`config.mk`:
```
export PLATFORM = sky130hd
export DESIGN_NAME = branch_predict_ctrl
export DESIGN_NICKNAME = d
export VERILOG_FILES = /design/src/rtl/branch_predict_ctrl.sv
export SDC_FILE = /design/constraint.sdc
export NUM_CORES = 1
export LEC_CHECK = 0
export CAP_MARGIN = 20
export CORE_MARGIN = 8
export CORE_UTILIZATION = 50
export CTS_CLUSTER_SIZE = 24
export DETAILED_ROUTE_END_ITERATION = 6
export PLACE_DENSITY = 0.76
export SLEW_MARGIN = 10
export SYNTH_ARGS = -nofsm -noshare
export SYNTH_HDL_FRONTEND = slang
export SYNTH_SLANG_ARGS = --single-unit
```
`constraint.sdc`:
```
create_clock -name clk -period 10.9 [get_ports clk]
set_clock_uncertainty 0.2 [all_clocks]
set_input_delay 2.18 -clock clk [delete_from_list [all_inputs] [get_ports clk]]
set_output_delay 2.18 -clock clk [all_outputs]
set_load 0.005 [all_outputs]
```
`src/rtl/branch_predict_ctrl.sv`:
```
// branch_predict_ctrl: fetch PC owner and dynamic-predictor controller.
// Tracks in-flight branch predictions, writes resolved outcomes back and redirects on mispredict.
`default_nettype none
module branch_predict_ctrl #(
  parameter int          DEPTH    = 4,
  parameter logic [31:0] RESET_PC = 32'h0000_0000
) (
  input  logic        clk,
  input  logic        rst_n,
  input  logic        i_stall,
  input  logic        i_is_branch,
  input  logic [30:0] i_pred,
  input  logic        i_res_valid,
  input  logic        i_res_taken,
  input  logic [31:0] i_res_target,
  output logic [31:0] o_pc,
  output logic [9:0]  o_addrr,
  output logic        o_pred_taken,
  output logic [9:0]  o_addrw,
  output logic        o_we,
  output logic        o_next,
  output logic [29:0] o_wdata,
  output logic        o_flush,
  output logic        o_full,
  output logic        o_empty
);
  localparam int             PW       = $clog2(DEPTH);
  localparam int             CW       = PW + 1;
  localparam logic [CW-1:0]  FULL_CNT = CW'(DEPTH);

  logic [31:0]   pc_q, pc_d;
  logic [PW-1:0] head_q, head_d, tail_q, tail_d;
  logic [CW-1:0] count_q, count_d;
  logic          we_q, next_q, flush_q;
  logic [9:0]    addrw_q;
  logic [29:0]   wdata_q;

  logic [31:0]   q_pc_q  [DEPTH];
  logic          q_tk_q  [DEPTH];
  logic [29:0]   q_tgt_q [DEPTH];

  logic          push, pop, mispred, hold;
  logic [31:0]   head_pc;
  logic          head_tk;
  logic [29:0]   head_tgt;

  assign head_pc  = q_pc_q[head_q];
  assign head_tk  = q_tk_q[head_q];
  assign head_tgt = q_tgt_q[head_q];

  assign o_full       = (count_q == FULL_CNT);
  assign o_empty      = (count_q == '0);
  assign o_pc         = pc_q;
  assign o_addrr      = pc_q[11:2];
  assign o_pred_taken = i_is_branch & i_pred[0];
  assign o_we         = we_q;
  assign o_addrw      = addrw_q;
  assign o_next       = next_q;
  assign o_wdata      = wdata_q;
  assign o_flush      = flush_q;

  // A taken/taken pair still mispredicts when the predicted target differs.
  assign pop     = i_res_valid & ~o_empty;
  assign mispred = pop & ((head_tk != i_res_taken) |
                          (i_res_taken & (head_tgt != i_res_target[31:2])));
  assign push    = i_is_branch & ~i_stall & ~o_full & ~mispred;
  assign hold    = i_stall | (i_is_branch & o_full);

  always_comb begin
    pc_d    = pc_q + 32'd4;
    head_d  = head_q;
    tail_d  = tail_q;
    count_d = count_q;
    if (mispred) begin
      pc_d    = i_res_taken ? i_res_target : head_pc + 32'd4;
      head_d  = '0;
      tail_d  = '0;
      count_d = '0;
    end else begin
      if (hold)              pc_d = pc_q;
      else if (o_pred_taken) pc_d = {i_pred[30:1], 2'b00};
      if (push) tail_d = tail_q + PW'(1);
      if (pop)  head_d = head_q + PW'(1);
      if (push && !pop)      count_d = count_q + CW'(1);
      else if (pop && !push) count_d = count_q - CW'(1);
    end
  end

  // Queue payload needs no reset; validity is carried by head/tail/count.
  always_ff @(posedge clk) begin
    if (push) begin
      q_pc_q[tail_q]  <= pc_q;
      q_tk_q[tail_q]  <= i_pred[0];
      q_tgt_q[tail_q] <= i_pred[30:1];
    end
  end

  always_ff @(posedge clk or negedge rst_n) begin
    if (!rst_n) begin
      pc_q    <= RESET_PC;
      head_q  <= '0;
      tail_q  <= '0;
      count_q <= '0;
      we_q    <= 1'b0;
      addrw_q <= '0;
      next_q  <= 1'b0;
      wdata_q <= '0;
      flush_q <= 1'b0;
    end else begin
      pc_q    <= pc_d;
      head_q  <= head_d;
      tail_q  <= tail_d;
      count_q <= count_d;
      we_q    <= pop;
      flush_q <= mispred;
      if (pop) begin
        addrw_q <= head_pc[11:2];
        next_q  <= i_res_taken;
        wdata_q <= i_res_target[31:2];
      end
    end
  end
endmodule
`default_nettype wire
```
==> out/qor.yml <==
synthesis:
  syn_nets: 1091
  yosys-top-cells-area: "edfxtp_1 51%, dfrtp_1 14%, mux4_2 9.4%"
  synth-seq-cells: 334
  synth_edf_count: 252
  synth_top_family_by_area: "multiplexers"
  synth_largest_area_cell: "edfxtp_1"
  synth_xor_area_frac: 0.0361
  synthSimpleGateAreaFrac: 0.0946
  yosysWarnings: 0
  postSynthCellCount: 1015
  synth_fa_ha_area_frac: 0.00643
  yosys_most_used_dff: "edfxtp_1"
  synth.distinct_cells: 58
  synth_top_area_frac: 0.512
  ys_async_sr_fraction: 0.246
  syn_area_per_cell_um2: 14.6
  synth_compound_area_frac: 0.0480
  synthMuxAreaShare: 0.135
  synth-seq-area-share: 0.650
  syn_area_um2: 14800
clocking:
  cts_tree: "done"
  cts_setup_buffers: 0
  cts_resized: 0
  cts_max_level: 2
  clk-insertion-delay-late_ns: 0.52
  cts_max_path_buffers: 3
  clock_sinks: 334
  cts_root_buffer: "clkbuf_16"
  cts_hold_buffers: 0
  clk_pin_slew_worst_paths_ns: 0.06
  cts_buffers: 36
place:
  place_congestion: 0.822
  io_buffers: 156
  dp_hpwl_um: 23800
  place_area_um2: 16600
critical_path:
  critPathMaxFanout: 58
  path_cells: "clkdlybuf4s50_1, nand2_2, buf_4, inv_1, clkdlybuf4s50_1"
  cp.arrival_ns: 4.69
  crit_type: "primary input to output pin"
  path_buf_inv: 4
  required_ns: 8.52
  cpLargestDelayFamily: "buffers and inverters"
  critPathLaunchType: "primary input"
  cp_slowest_cell: "inv_1"
  crit_path_max_incr_delay_ns: 0.76
  cp-end-kind: "output pin"
  crit_top_cell: "clkdlybuf4s50_1"
floorplanning:
  die_x_um: 188
  die_h_um: 188
  dieArea_um2: 35300
  core_um2: 29400
  fp-row-count: 63
  start_util: 0.503
  ios: 157
cells_and_area:
  layout.nets: 1237
  num-fill-cells: 2214
  final_common_cell: "edfxtp_1"
  insertedDiodeCount: 0
  area_delta_synth_final_pct: 19.8
  fin_area_um2: 17700
  post-route-util: 0.603
  drive_gt1_frac: 0.131
  layout_common_cells: "252 x edfxtp_1, 161 x nand2_1, 154 x clkdlybuf4s50_1"
global_routing:
  antenna_found_initial: 2
  grt_use_total: 0.209
  grt_max_degree: 59
  grt_pass1_wl_um: 57000
  overflow: 0
  grt_pass1_vias: 9430
timing:
  worst_slew_pin_slew_ns: 0.929
  fin_setup_tns_ns: 0
  max_freq_ghz: 0.141
  setup_viol: 0
  rsz0062_at_grt: "no"
  hold_viol: 0
  slew_headroom: 0.380
  final_max_slew_viol_count: 0
  min_period_ns: 7.07
  period_share: 0.648
run_status:
  status: "finished, final reports clean"
power:
  powerDensity_nw_per_um2: 254
  power_mw: 4.51
  leakage_nw: 6.33
  ir_drop_uv: 123
routing:
  ant_nets: 0
  drc_errors: 0
  drt-vias-per-instance: 5.88
  drtPass1Iterations: 5
  drtIter0Drc: 985
  vias: 9277
  drt-total-wl_um: 37200
  wire_per_inst_um: 23.6
worst_hold_path:
  holdCritPathClass: "register to register"
job:
  max-cap-violations: 0
report_power, final:
part	total (mW)	switching, mW	internal [mW]	leakage [nW]
clock	1.18	0.483	0.696	0.557
combinational	1.37	0.649	0.721	2.50
sequential	1.95	0.280	1.67	3.27
total	4.51	1.41	3.09	6.33
worst paths after layout:
check	from	to	slack, ns	cells after the start
hold / removal	o_addrw[9]$_DFFE_PN0P_	o_addrw[9]$_DFFE_PN0P_	0.27	2
setup / recovery	i_pred[0]	o_pred_taken	3.83	5
setup reg to reg	head_q[0]$_DFFE_PN0P_	q_tgt_q[1][25]$_DFFE_PP_	5.45	9
max in group asynchronous	rst_n	head_q[0]$_DFFE_PN0P_	7.91	2
hold reg to reg	o_addrw[9]$_DFFE_PN0P_	o_addrw[9]$_DFFE_PN0P_	0.27	2
min in group asynchronous	rst_n	o_addrw[7]$_DFFE_PN0P_	1.52	1
Yosys cell counts (all sizes together) (3+ instances only):
cell type and instances:
dfrtp 82, inv 11, xor2 12, nand4 21, or3 3, buf 29
mux4 62, nand2b 5, ha 6, nand3 24, a21oi 39, and3 14
xnor2 49, nand2 163, and2 4, a31oi 12, mux2 11, nor3 10
edfxtp 252, o22ai 18, and4 8, o21a 4, o21ai 22, nor2 44
mux2i 47, clkbuf 35
kinds of logic (layout without fill, tap and decap cells):
logic type,count (synthesis),in the layout
and+or+nand+nor,302,302
DFF,334,334
adders and majority gates,7,7
AOI/OAI and AO/OA,115,115
muxes,120,120
xor gates and xnor gates,61,61
buffers and inverters,76,250
sequential cells by signal (all words and copies together) (netlist names):
name,count
q_pc_q,128
q_tgt_q,120
o_pc,32
o_wdata,30
o_addrw,10
q_tk_q,4
count_q,3
head_q,2
tail_q,2
o_flush,1
o_next,1
o_we,1
metal layers:
layer / wire, um / share of wire / global-route usage
met1: 15400 / 0.41 / 0.283
met2: 17200 / 0.46 / 0.322
met3: 3370 / 0.091 / 0.0505
met4: 1250 / 0.034 / 0.0827
met5: 24 / 0.00064 / 0
area by class of cell:
type / instances / area [um^2] / area share
sequential: 334 / 9620 / 0.543
multi-input combinational: 605 / 4740 / 0.268
timing repair buffer: 172 / 1670 / 0.0945
clock buffer: 56 / 1060 / 0.0598
tap: 390 / 488 / 0.0275
clock inverter: 10 / 83.8 / 0.00473
inverter: 12 / 45.0 / 0.00254
worst register-to-register path, cell delays in order, from the launching register on:
cell and delay, ns:
dfrtp_4 0.92, buf_4 0.67, mux4_2 0.65, xnor2_1 0.32, nand4_1 0.21, nor4_4 0.36
nand3_2 0.15, nand2_2 0.18, and3_2 0.78, buf_4 0.62
metrics by stage:
step / hold slack [ns] / worst slack [ns] / instances
2_1_floorplan: 0.270 / 5.26 / 1015
3_3_place_gp: 0.256 / 3.94 / 1513
3_5_place_dp: 0.261 / 3.93 / 1513
4_1_cts: 0.276 / 3.87 / 1579
5_1_grt: 0.294 / 3.76 / 1579
6_report: 0.273 / 3.83 / 1579
(Power assumes the default switching activity.)
